===== config.mk =====
export PLATFORM = sky130hd
export DESIGN_NAME = stim_gen_flat
export DESIGN_NICKNAME = d
export VERILOG_FILES = /design/src/rtl/stim_gen_if.sv /design/src/rtl/stim_gen.sv /design/src/flat_wrapper.sv
export SDC_FILE = /design/constraint.sdc
export NUM_CORES = 1
export LEC_CHECK = 0
export ABC_AREA = 1
export BUFFER_PORTS_ARGS = -buffer_cell sky130_fd_sc_hd__buf_2
export CAP_MARGIN = 10
export CORE_UTILIZATION = 25
export DETAILED_ROUTE_END_ITERATION = 8
export GPL_TIMING_DRIVEN = 1
export PLACE_DENSITY_LB_ADDON = 0.25
export SLEW_MARGIN = 25
export SYNTH_ARGS = -nofsm -noshare
export SYNTH_HDL_FRONTEND = slang
export SYNTH_SLANG_ARGS = --single-unit

===== constraint.sdc =====
create_clock -name clk -period 2.2 [get_ports clk]
set_input_delay 0.11 -clock clk [delete_from_list [all_inputs] [get_ports clk]]
set_output_delay 0.11 -clock clk [all_outputs]
set_load 0.1 [all_outputs]

===== src/rtl/stim_gen_if.sv =====
// Stimulus-generator bus: control and seed inputs towards the generator,
// generated vectors and status flags back to the consumer.
interface stim_gen_if #(
   parameter int unsigned X_WIDTH = 8,
   parameter int unsigned A_WIDTH = 3
);
   logic               en;
   logic               load;
   logic [1:0]         mode;
   logic [X_WIDTH-1:0] seed_x;
   logic [A_WIDTH-1:0] seed_a;
   logic [X_WIDTH-1:0] x;
   logic [A_WIDTH-1:0] a;
   logic               valid;
   logic               wrap;
   logic               done;

   modport master (
      input  en, load, mode, seed_x, seed_a,
      output x, a, valid, wrap, done
   );

   modport slave (
      output en, load, mode, seed_x, seed_a,
      input  x, a, valid, wrap, done
   );
endinterface


===== src/rtl/stim_gen.sv =====
// Parametrised stimulus generator: joint count, nested sweep, Galois LFSR and
// walking-one sequences with seed load, wrap pulse and sticky sweep-done flag.
module stim_gen #(
   parameter int unsigned       X_WIDTH   = 8,
   parameter int unsigned       A_WIDTH   = 3,
   parameter logic [X_WIDTH-1:0] LFSR_TAPS = X_WIDTH'(8'hB8)
) (
   input logic       clk,
   input logic       rst,
   stim_gen_if.master bus_io
);
   localparam int unsigned CntWidth = X_WIDTH + A_WIDTH;

   typedef enum logic [1:0] {
      ModeCount = 2'd0,
      ModeSweep = 2'd1,
      ModeLfsr  = 2'd2,
      ModeWalk  = 2'd3
   } mode_e;

   logic [X_WIDTH-1:0]  x_q, x_d;
   logic [A_WIDTH-1:0]  a_q, a_d;
   logic                valid_q, valid_d;
   logic                wrap_q, wrap_d;
   logic                done_q, done_d;
   logic [CntWidth-1:0] sweep_cnt;
   logic                x_onehot;
   mode_e               mode;

   assign mode      = mode_e'(bus_io.mode);
   assign sweep_cnt = {x_q, a_q} + CntWidth'(1);
   // Exactly one bit set: non-zero and clearing the lowest set bit leaves zero.
   assign x_onehot  = (x_q != '0) && ((x_q & (x_q - X_WIDTH'(1))) == '0);

   always_comb begin
      x_d     = x_q;
      a_d     = a_q;
      valid_d = 1'b0;
      wrap_d  = 1'b0;
      done_d  = done_q;
      if (bus_io.load) begin
         x_d     = bus_io.seed_x;
         a_d     = bus_io.seed_a;
         valid_d = 1'b1;
         done_d  = 1'b0;
      end else if (bus_io.en) begin
         valid_d = 1'b1;
         unique case (mode)
            ModeCount: begin
               x_d    = x_q + X_WIDTH'(1);
               a_d    = a_q + A_WIDTH'(1);
               wrap_d = &x_q;
            end
            ModeSweep: begin
               {x_d, a_d} = sweep_cnt;
               wrap_d     = &{x_q, a_q};
               done_d     = done_q | (&{x_q, a_q});
            end
            ModeLfsr: begin
               // All-zero is the LFSR lock-up state; force it back onto the sequence.
               if (x_q == '0) begin
                  x_d = X_WIDTH'(1);
               end else begin
                  x_d = (x_q >> 1) ^ (x_q[0] ? LFSR_TAPS : '0);
               end
               a_d    = a_q + A_WIDTH'(1);
               wrap_d = (x_d == X_WIDTH'(1));
            end
            ModeWalk: begin
               if (x_onehot) begin
                  x_d = {x_q[X_WIDTH-2:0], x_q[X_WIDTH-1]};
               end else begin
                  x_d = X_WIDTH'(1);
               end
               a_d    = a_q + A_WIDTH'(1);
               wrap_d = (x_d == X_WIDTH'(1));
            end
            default: ;
         endcase
      end
   end

   always_ff @(posedge clk) begin
      if (rst) begin
         x_q     <= '0;
         a_q     <= '0;
         valid_q <= 1'b0;
         wrap_q  <= 1'b0;
         done_q  <= 1'b0;
      end else begin
         x_q     <= x_d;
         a_q     <= a_d;
         valid_q <= valid_d;
         wrap_q  <= wrap_d;
         done_q  <= done_d;
      end
   end

   assign bus_io.x     = x_q;
   assign bus_io.a     = a_q;
   assign bus_io.valid = valid_q;
   assign bus_io.wrap  = wrap_q;
   assign bus_io.done  = done_q;
endmodule


===== src/flat_wrapper.sv =====
// flat-port wrapper written by rule: the top's interface ports become plain ports
module stim_gen_flat 
#(
   parameter int unsigned       X_WIDTH   = 8,
   parameter int unsigned       A_WIDTH   = 3,
   parameter logic [X_WIDTH-1:0] LFSR_TAPS = X_WIDTH'(8'hB8)
)
  (clk, rst, bus_io_en, bus_io_load, bus_io_mode, bus_io_seed_x, bus_io_seed_a, bus_io_x, bus_io_a, bus_io_valid, bus_io_wrap, bus_io_done);
  stim_gen_if #(.X_WIDTH(X_WIDTH), .A_WIDTH(A_WIDTH)) bus_io_i ();
  input logic clk;
  input logic rst;
  input wire logic [$bits(bus_io_i.en)-1:0] bus_io_en;
  input wire logic [$bits(bus_io_i.load)-1:0] bus_io_load;
  input wire logic [$bits(bus_io_i.mode)-1:0] bus_io_mode;
  input wire logic [$bits(bus_io_i.seed_x)-1:0] bus_io_seed_x;
  input wire logic [$bits(bus_io_i.seed_a)-1:0] bus_io_seed_a;
  output wire logic [$bits(bus_io_i.x)-1:0] bus_io_x;
  output wire logic [$bits(bus_io_i.a)-1:0] bus_io_a;
  output wire logic [$bits(bus_io_i.valid)-1:0] bus_io_valid;
  output wire logic [$bits(bus_io_i.wrap)-1:0] bus_io_wrap;
  output wire logic [$bits(bus_io_i.done)-1:0] bus_io_done;
  assign bus_io_i.en = bus_io_en;
  assign bus_io_i.load = bus_io_load;
  assign bus_io_i.mode = bus_io_mode;
  assign bus_io_i.seed_x = bus_io_seed_x;
  assign bus_io_i.seed_a = bus_io_seed_a;
  assign bus_io_x = bus_io_i.x;
  assign bus_io_a = bus_io_i.a;
  assign bus_io_valid = bus_io_i.valid;
  assign bus_io_wrap = bus_io_i.wrap;
  assign bus_io_done = bus_io_i.done;
  stim_gen #(.X_WIDTH(X_WIDTH), .A_WIDTH(A_WIDTH), .LFSR_TAPS(LFSR_TAPS)) u_core (.clk(clk), .rst(rst), .bus_io(bus_io_i));
endmodule

After elaboration in Yosys (flattened, before gate mapping)
Index checks and enable logic that the tools add are counted.

storage, ports and cells
  flip-flop bits (word level) = 14

cells by class
  add/sub/neg operators = 4
  equal/unequal tests = 5
  mux-type cells = 18
  bitwise operators = 4
  reductions and logical operators = 12

operator list
  operator                                          number
  two-way mux 8 bit                                 11
  one-hot mux 8 bit (4 select lines)                1
  == test 8 x 1 -> 1 bit, second input constant     2
  logical NOT 8 bit                                 2
  adder 11 x 1 -> 11 bit, second input constant     1
  AND reduction 11 bit                              1
  adder 8 x 1 -> 8 bit, second input constant       1
  AND 8 bit                                         1
  AND reduction 8 bit                               1
  nonzero test 8 bit                                1
  subtractor 8 x 1 -> 8 bit, second input constant  1
  bitwise XOR 7 x 8 -> 8 bit                        1
  two-way mux 3 bit                                 2
  one-hot mux 3 bit (2 select lines)                1
  OR reduction 3 bit                                2
  == test 2 bit, second input constant              2
  one-hot mux 1 bit (4 select lines)                1
  adder 3 x 1 -> 3 bit, second input constant       1
  == test 2 x 1 -> 1 bit, second input constant     1
  logical NOT 2 bit                                 1
  two-way mux 1 bit                                 2
  AND reduction 2 bit                               1
  nonzero test 2 bit                                1
  OR reduction 2 bit                                1
  3 further kinds                                   3

Logic depth before layout (Yosys ltp)
Gate-level depths: netlist (run 1).

  depth after elaboration = 11
  gate-level depth with buffers = 13

Worst setup path after synthesis (run 1)
Ideal clock, no wire load.

  path type = reg2reg
  from = register u_core.x_q[1] (netlist: u_core.bus_io.x[1])
  to = register u_core.x_q[0] (netlist: u_core.bus_io.x[0])
  arrival time = 2,236 ps
  required time = 2,068 ps
  path slack = -168 ps
  cell stages (with the launch flop) = 13
  path buffers = 0
  cell sequence = dfxtp_1 inv_1 ha_1 nand2_2 inv_1 nand2_4 nand2_2 nor2_4 nand3_1 nand2_1 nand2_1 nand2_1 a21oi_2

between the ends
  word-level cells in the longest chain between the ends = 11

ends and longest elaborated chain
  element                                 line            RTL
  start: declaration                      stim_gen.sv:21  logic [X_WIDTH-1:0] x_q, x_d;
  start signal: assignment                stim_gen.sv:85  x_q <= '0;
  start signal: assignment                stim_gen.sv:91  x_q <= x_d;
  subtractor 8 x 1 -> 8 bit               stim_gen.sv:33  assign x_onehot = (x_q != '0) && ((x_q & (x_q - X_WIDTH'(1))) == '0);
  AND 8 bit                               stim_gen.sv:33
  logical NOT 8 bit                       stim_gen.sv:33
  logical AND 1 bit                       stim_gen.sv:33
  two-way mux 8 bit                       stim_gen.sv:70  if (x_onehot) begin
  two-way mux 8 bit                       stim_gen.sv:48  unique case (mode)
  two-way mux 8 bit                       stim_gen.sv:46  end else if (bus_io.en) begin
  two-way mux 8 bit                       stim_gen.sv:41  if (bus_io.load) begin
  one-hot mux 8 bit (4 select lines) (*)  stim_gen.sv:48
  two-way mux 8 bit (*)                   stim_gen.sv:46
  two-way mux 8 bit (*)                   stim_gen.sv:41

Mark *: on every way between the ends. The rest lies on a longest branch, timed or not. The select of a mux whose other input is x is not followed.
A chain may end at the register's enable or synchronous reset.

Worst setup path in the final report (run 1)
  from = register u_core.x_q[0] (netlist: u_core.bus_io.x[0])
  to = register u_core.x_q[6] (netlist: u_core.bus_io.x[6])

The elaborated chain is that of the path after synthesis.

==> summary.md, run 1 <==
| Metric | Value |
|---|---|
| Top area cells in the synthesized netlist | dfxtp_1 20%, nand2_1 13%, inv_1 7.9% |
| Initial core utilization | 26.0% |
| Unique masters post-synth | 34 |
| Die Span X | roughly 78 um |
| All-Layer GR Usage | 15.0% |
| CP Launch Type | flip-flop |
| Fmax | around 550 MHz |
| Share of cells above drive strength 1 | about 25% |
| Antenna Cells | 0 |
| Via density | roughly 4.8 |
| Largest net degree at the start of global routing | 15 |
| Synth top area share | roughly 20% |
| Tcrit/Tclk final | ~82% |
| Die Span Y | 77.7 um |
| CTS resizes | 0 |
| Max FO, Critical Path | 14 |
| Total Nets Final | about 290 |
| Cells after Synth | between 200 and 250 |
| Vias | 1,612 |
| Die area | between 0.006 and 0.007 mm2 |
| Worst R2R Path Depth | 12 |
| Ys async rst share | 0% |
| Post-synth top area cell | dfxtp_1 |
| CORE AREA | about 0.0055 mm2 |
| Routed WL per cell | ~13 um |
| Worst EP required | 2390 ps |
| Finish-stage setup viols | 0 |
| Top Ports | 31 |
| HPWL Detailed | roughly 3500 um |
| # port buffers | 30 |
| R2R Setup Slk | 400 ps |
| Max_slew headroom | 66.3% |
| Total of max-cap violations | 0 |
| Critical path class | reg2reg |
| YS warnings | 0 |
| CP Data Arrival Time | approximately 2000 ps |
| Post-CTS setup buffers | 0 |
| Worst Tran Pin Value | between 500 and 600 ps |
| DR DRC count | 0 |
| RD Place Congestion | around 0.94 |
| Unrepaired setup endpoints after global routing | no |
| Max-slew violations | 0 |
| Antenna viol nets, final | 0 |
| Most frequent cell after synthesis | nand2_1 |
| Pwr dens | 550 mW/mm2 |
| CTS buffer count | 3 |
| CTS root buf | clkbuf_8 |
| Final Critical Period | between 1500 and 2000 ps |
| Clock transition at the registers of the reported paths | around 60 ps |
| Final WL | about 4400 um |
| Vias in the first global route | 1,476 |
| Syn Std Cell Area | 0.00143 mm2 |
| Avg Cell Area, Syn | ~6 um2 |
| Total negative slack | 0 ps |
| EDFF count, synth | 0 |
| Total Power | just over 0.9 mW |
| Fin Clk Skew | between 5 and 6 ps |
| TritonRoute pass-1 iters | 4 |
| CTS tree | built |
| Synth-to-Final Area Change | 18.5% |
| Antenna violations before repair | 0 |
| Leakage | 0.873 nW |
| Worst IR drop on VDD | roughly 0.23 mV |
| Ys flop type | dfxtp_1 |
| Commonest cells post-synth | 51 x nand2_1, 30 x inv_1, 27 x nor2_1 |
| Fin. Hold Viols | 0 |
| Min-Delay Path Depth | 3 |
| Grt ovf | 0 |
| Critical Path Sink Type | flip-flop |
| H-tree levels | 1 |
| Syn Nets | about 260 |
| Hold/Removal Path Class | in2reg |
| #FFs+latches synth | 14 |
| Cell Rows | 27 |
| First-pass GRT wire length | 7220 um |
| Maximum buffer depth of the clock tree | 2 |
| Clock sink count | 14 |
| Status | finished, final reports clean |
| CTS Hold Bufs | 0 |
| Iter 0 DRT Violations | 121 |
| Clk Latency, worst-skew pair | around 250 ps |
| Post-synthesis sequential area ratio | between 10% and 20% |
[sequential cells by signal (all words and copies together), names as in the netlist]
register,count
u_core.bus_io.done,1
u_core.bus_io.a,3
u_core.bus_io.wrap,1
u_core.bus_io.x,8
u_core.bus_io.valid,1
[worst paths after layout]
kind / from / to
setup / recovery: u_core.bus_io.x[0] / u_core.bus_io.x[6]
hold / removal: bus_io_seed_a[2] / u_core.bus_io.a[2]
setup reg to reg: u_core.bus_io.x[0] / u_core.bus_io.x[6]
hold reg to reg: u_core.bus_io.done / u_core.bus_io.done
[per-layer routing]
| layer | vias to the layer above | share of wire (%) | global-route usage (%) | routed length, um |
|---|---|---|---|---|
| met2 | 51 | 45 | 24.1 | 1990 |
| met3 | 4 | 6.2 | 3.18 | 275 |
| met5 | - | 0 | 0 | 0 |
| met1 | 714 | 48 | 20.9 | 2120 |
| li1 | 843 | - | - | - |
| met4 | 0 | 0.59 | 2.45 | 26 |
[cells in the final DEF (no fill, tap or decap), types with 5 or more instances in the layout]
cell type	n
a21oi_1	15
a22oi_1	9
buf_2	30
buf_4	6
dfxtp_1	12
inv_1	30
nand2_1	51
nand3_1	16
nor2_1	27
nor2_2	8
nor3_1	5
o21ai_0	12
[through the flow]
step | area, um2 | hold slack [ps] | util (%) | setup slack [ps] | instances
2_1_floorplan | 1440 | 269 | - | 108 | 238
3_3_place_gp | 1640 | 358 | 29.9 | 424 | 335
3_5_place_dp | 1640 | 365 | 29.9 | 399 | 335
4_1_cts | 1700 | 96.9 | 30.9 | 375 | 339
5_1_grt | 1700 | 121 | 30.9 | 160 | 339
6_report | 1700 | 102 | 30.9 | 396 | 339
[layout make-up]
cell class,count,area [um2]
Clock buffer,4,55.1
Fill cell,624,3810
Inverter,34,128
Multi-Input combinational cell,179,948
Sequential cell,14,283
Tap cell,72,90.1
Timing Repair Buffer,36,195
[cell families after synthesis]
logic type / share of synthesized area (%)
AO/OA/AOI/OAI: 21.7
AND/OR/NAND/NOR: 40.6
adder cells (fa/ha/maj): 2.62
flip-flops: 19.5
XOR/XNOR: 1.22
buffers and inverters: 14.3
[critical path, stage by stage (launching register included)]
cell and delay, ps:
dfxtp_2 490, inv_2 110, ha_1 250, nand2_2 80
inv_1 60, nand2_4 100, nand2_2 70, nor2_4 150
and2_4 170, nand3_1 60, nand2_1 80, nand2_1 60
o21ai_2 40
[power breakdown]
group          switching (mW)  internal (mW)
clock                  0.0981          0.159
sequential             0.0303          0.270
combinational           0.270          0.108
total                   0.399          0.536
(Power assumes the default switching activity.)
==> inputs of run 2 (changes only) <==
--- a/config.mk
+++ b/config.mk
@@ -5,7 +5,7 @@
 export SDC_FILE = /design/constraint.sdc
 export NUM_CORES = 1
 export LEC_CHECK = 0
-export ABC_AREA = 1
+export ABC_AREA = 0
 export BUFFER_PORTS_ARGS = -buffer_cell sky130_fd_sc_hd__buf_2
 export CAP_MARGIN = 10
 export CORE_UTILIZATION = 25
==> constraint.sdc (replaced) <==
create_clock -name clk -period 1.86 [get_ports clk]
set_input_delay 0.093 -clock clk [delete_from_list [all_inputs] [get_ports clk]]
set_output_delay 0.093 -clock clk [all_outputs]
set_load 0.1 [all_outputs]
==> run 2 against run 1 <==
Highest routed layer unchanged. Largest power group unchanged. Power increased by 21%. Cell count down 12%. Final area grew 5.6%.
==> summary.md, run 2 <==
| Metric | Value |
|---|---|
| Top Ports | 31 (unchanged) |
| Fmax | 552 MHz (was 554 MHz) |
| Vias in the first global route | 1,474 (was 1,476) |
| Fin Clk Skew | 1.97 ps (was 5.69 ps) |
| Die Span Y | 75.1 um (was 77.7 um) |
| Commonest cells post-synth | 23 x nor2_1, 15 x a21oi_1, 14 x dfxtp_1 (was 51 x nand2_1, 30 x inv_1, 27 x nor2_1) |
| Via density | 5.22 (was 4.76) |
| Antenna Cells | 0 (unchanged) |
| Maximum buffer depth of the clock tree | 2 (unchanged) |
| Largest net degree at the start of global routing | 20 (was 15) |
| CTS tree | built (unchanged) |
| Initial core utilization | 26.0% (about the same) |
| Antenna violations before repair | 0 (unchanged) |
| Grt ovf | 0 (unchanged) |
| DR DRC count | 0 (unchanged) |
| Die area | 0.00564 mm2 (was 0.00604 mm2) |
| Internal Power | 0.651 mW (was 0.536 mW) |
| Total Nets Final | 248 (was 288) |
| Worst Min Path Start | bus_io_seed_a[1] (was bus_io_seed_a[2]) |
| YS warnings | 0 (unchanged) |
| Synth top area share | 21.0% (was 19.5%) |
| Post-synth top area cell | dfxtp_1 (unchanged) |
| Clock sink count | 14 (unchanged) |
| Antenna viol nets, final | 0 (unchanged) |
| R2R Setup Slk | 50 ps (was 400 ps) |
| Hold/Removal Path Class | in2reg (unchanged) |
| EDFF count, synth | 0 (unchanged) |
| Max_slew headroom | 67.8% (was 66.3%) |
| Avg Cell Area, Syn | 7.10 um2 (was 6.02 um2) |
| Post-synthesis sequential area ratio | 21.0% (was 19.5%) |
| CTS buffer count | 3 (unchanged) |
| Cells after Synth | 188 (was 238) |
| Clk Latency, worst-skew pair | 250 ps (about the same) |
| Syn Nets | 208 (was 258) |
| Top area cells in the synthesized netlist | dfxtp_1 21%, nor2_1 6.5%, a21oi_1 5.6% (was dfxtp_1 20%, nand2_1 13%, inv_1 7.9%) |
| First-pass GRT wire length | 7390 um (was 7220 um) |
| CORE AREA | 0.00514 mm2 (was 0.00551 mm2) |
| Total negative slack | 0 ps (unchanged) |
| Finish-stage setup viols | 0 (unchanged) |
| Die Span X | 75.1 um (was 77.7 um) |
| Worst setup slack after layout | 48.1 ps (was 396 ps) |
| Synth-to-Final Area Change | 34.4% (was 18.5%) |
| Ys async rst share | 0% (unchanged) |
| Final WL | 4530 um (was 4410 um) |
| Tcrit/Tclk final | 97.4% (was 82.0%) |
| Final Cell Area | 0.00179 mm2 (was 0.00170 mm2) |
| Commonest non-fill, non-tap cell in the layout | buf_2 (was nand2_1) |
| Sw Pwr | 0.479 mW (was 0.399 mW) |
| Unrepaired setup endpoints after global routing | yes (was no) |
| Routed WL per cell | 15.3 um (was 13.0 um) |
| Most frequent cell after synthesis | nor2_1 (was nand2_1) |
| Ys flop type | dfxtp_1 (unchanged) |
| Max reg flops | 8 (unchanged) |
| Worst IR drop on VDD | 0.380 mV (was 0.234 mV) |
| DP Worst Slack | 12.8 ps (was 399 ps) |
| Leakage | 0.700 nW (was 0.873 nW) |
| Fin. Hold Viols | 0 (unchanged) |
| TritonRoute pass-1 iters | 4 (unchanged) |
| Final Critical Period | 1810 ps (was 1800 ps) |
| H-tree levels | 1 (unchanged) |
| Vias | 1,549 (was 1,612) |
| #FFs+latches synth | 14 (unchanged) |
| Max FO, Critical Path | 5 (was 14) |
| All-Layer GR Usage | 17.8% (was 15.0%) |
| Unique masters post-synth | 52 (was 34) |
| CP startpoint | u_core.bus_io.x[0] (unchanged) |
| Max-slew violations | 0 (unchanged) |
| Worst EP required | 2020 ps (was 2390 ps) |
| Iter 0 DRT Violations | 79 (was 121) |
| Post-CTS setup buffers | 0 (unchanged) |
| Critical Path Sink Type | flip-flop (unchanged) |
| Clock transition at the registers of the reported paths | 60 ps (about the same) |
| CTS root buf | clkbuf_8 (unchanged) |
| CP Launch Type | flip-flop (unchanged) |
| RD Place Congestion | 0.847 (was 0.941) |
| Syn Std Cell Area | 0.00134 mm2 (was 0.00143 mm2) |
| Cell Area, Placed | 0.00173 mm2 (was 0.00164 mm2) |
| Total of max-cap violations | 0 (unchanged) |
| # port buffers | 30 (unchanged) |
| HPWL Detailed | 3440 um (was 3510 um) |
| Total Power | 1.13 mW (was 0.935 mW) |
| Commonest cells after routing, fill and taps aside | 30 x buf_2, 23 x nor2_1, 23 x buf_4 (was 51 x nand2_1, 30 x inv_1, 30 x buf_2) |
| Sw Ratio | 42.4% (was 42.7%) |
| CP Data Arrival Time | 1970 ps (was 1990 ps) |
| Worst Tran Pin Value | 481 ps (was 503 ps) |
| Comb power frac | 46.0% (was 40.4%) |
| Critical path class | reg2reg (unchanged) |
| Clock power frac | 23.7% (was 27.5%) |
| Cell Rows | 26 (was 27) |
| CTS Hold Bufs | 0 (unchanged) |
| Share of cells above drive strength 1 | 34.8% (was 25.5%) |
| Pwr dens | 629 mW/mm2 (was 550 mW/mm2) |
| RR Startpoint | u_core.bus_io.x[0] (unchanged) |
| Status | finished, final reports clean (unchanged) |
| Seq pwr share | 30.3% (was 32.1%) |
run 2: cell types whose count changed after synthesis, moves of 6 or more:
cell	previous run	this run
a22oi_1	9	1
clkbuf_1	4	11
inv_1	30	5
nand2_1	51	12
nand2b_1	0	6
nand3_1	16	10
nor2_2	8	0
o21ai_0	12	5
xnor2_1	0	6
run 2: cell families after synthesis:
kind of cell	Yosys count	synth area share, %
adders and majority gates	3	2.81
buffers and inverters	24	7.50
and+or+nand+nor	75	29.0
xor gates and xnor gates	13	8.53
AOI/OAI and AO/OA	58	30.5
muxes	1	0.750
DFF	14	21.0
run 2: timing repair:
action,in CTS,in global routing
cloned,0,0
setup endpoints to repair,3,7
pin swaps,1,3
gates resized for setup,2,4
run 2: through the flow:
stage / hold slack (ps) / util, % / std cells
final: 64.4 / 34.9 / 297
after global routing: 83.8 / 34.9 / 297
after CTS: 65.3 / 34.5 / 297
after detailed placement: 326 / 33.6 / 293
after global placement: 319 / 33.6 / 293
after floorplan: 162 / - / 188
run 2: layout make-up:
type                            count  area (um2)
Multi-Input combinational cell    150         985
Sequential cell                    14         319
Clock buffer                        4        45.0
Inverter                            5        23.8
Timing Repair Buffer               54         334
Tap cell                           70        87.6
Fill cell                         591        3350
run 2: power groups by stage:
stage / sequential [mW] / clock, mW / combinational, mW
after floorplan: 0.481 / 0 / 0.228
after global placement: 0.348 / 0 / 0.506
after detailed placement: 0.349 / 0 / 0.506
after CTS: 0.342 / 0.277 / 0.509
after global routing: 0.346 / 0.295 / 0.560
final: 0.342 / 0.268 / 0.520
run 2: critical path, cell delays in order (launching register included):
cell and delay (ps):
dfxtp_4 360, inv_4 60, ha_4 130, and2b_1 180, a2111oi_2 190, and4bb_2 330
buf_4 150, nand4_1 100, a221oi_2 220
run 2: worst paths after layout:
check / to / cells after the start
max reg2reg: u_core.bus_io.x[2] / 8
min reg2reg: u_core.bus_io.done / 2
min: u_core.bus_io.a[1] / 3
max: u_core.bus_io.x[2] / 8
run 2: per-layer routing:
metal / GRT usage [%] / up-vias / wire [um]
met4: 5.03 / 0 / 36
met1: 24.1 / 714 / 2080
met5: 0 / - / 0
li1: - / 776 / -
met3: 3.48 / 5 / 337
met2: 28.7 / 54 / 2080
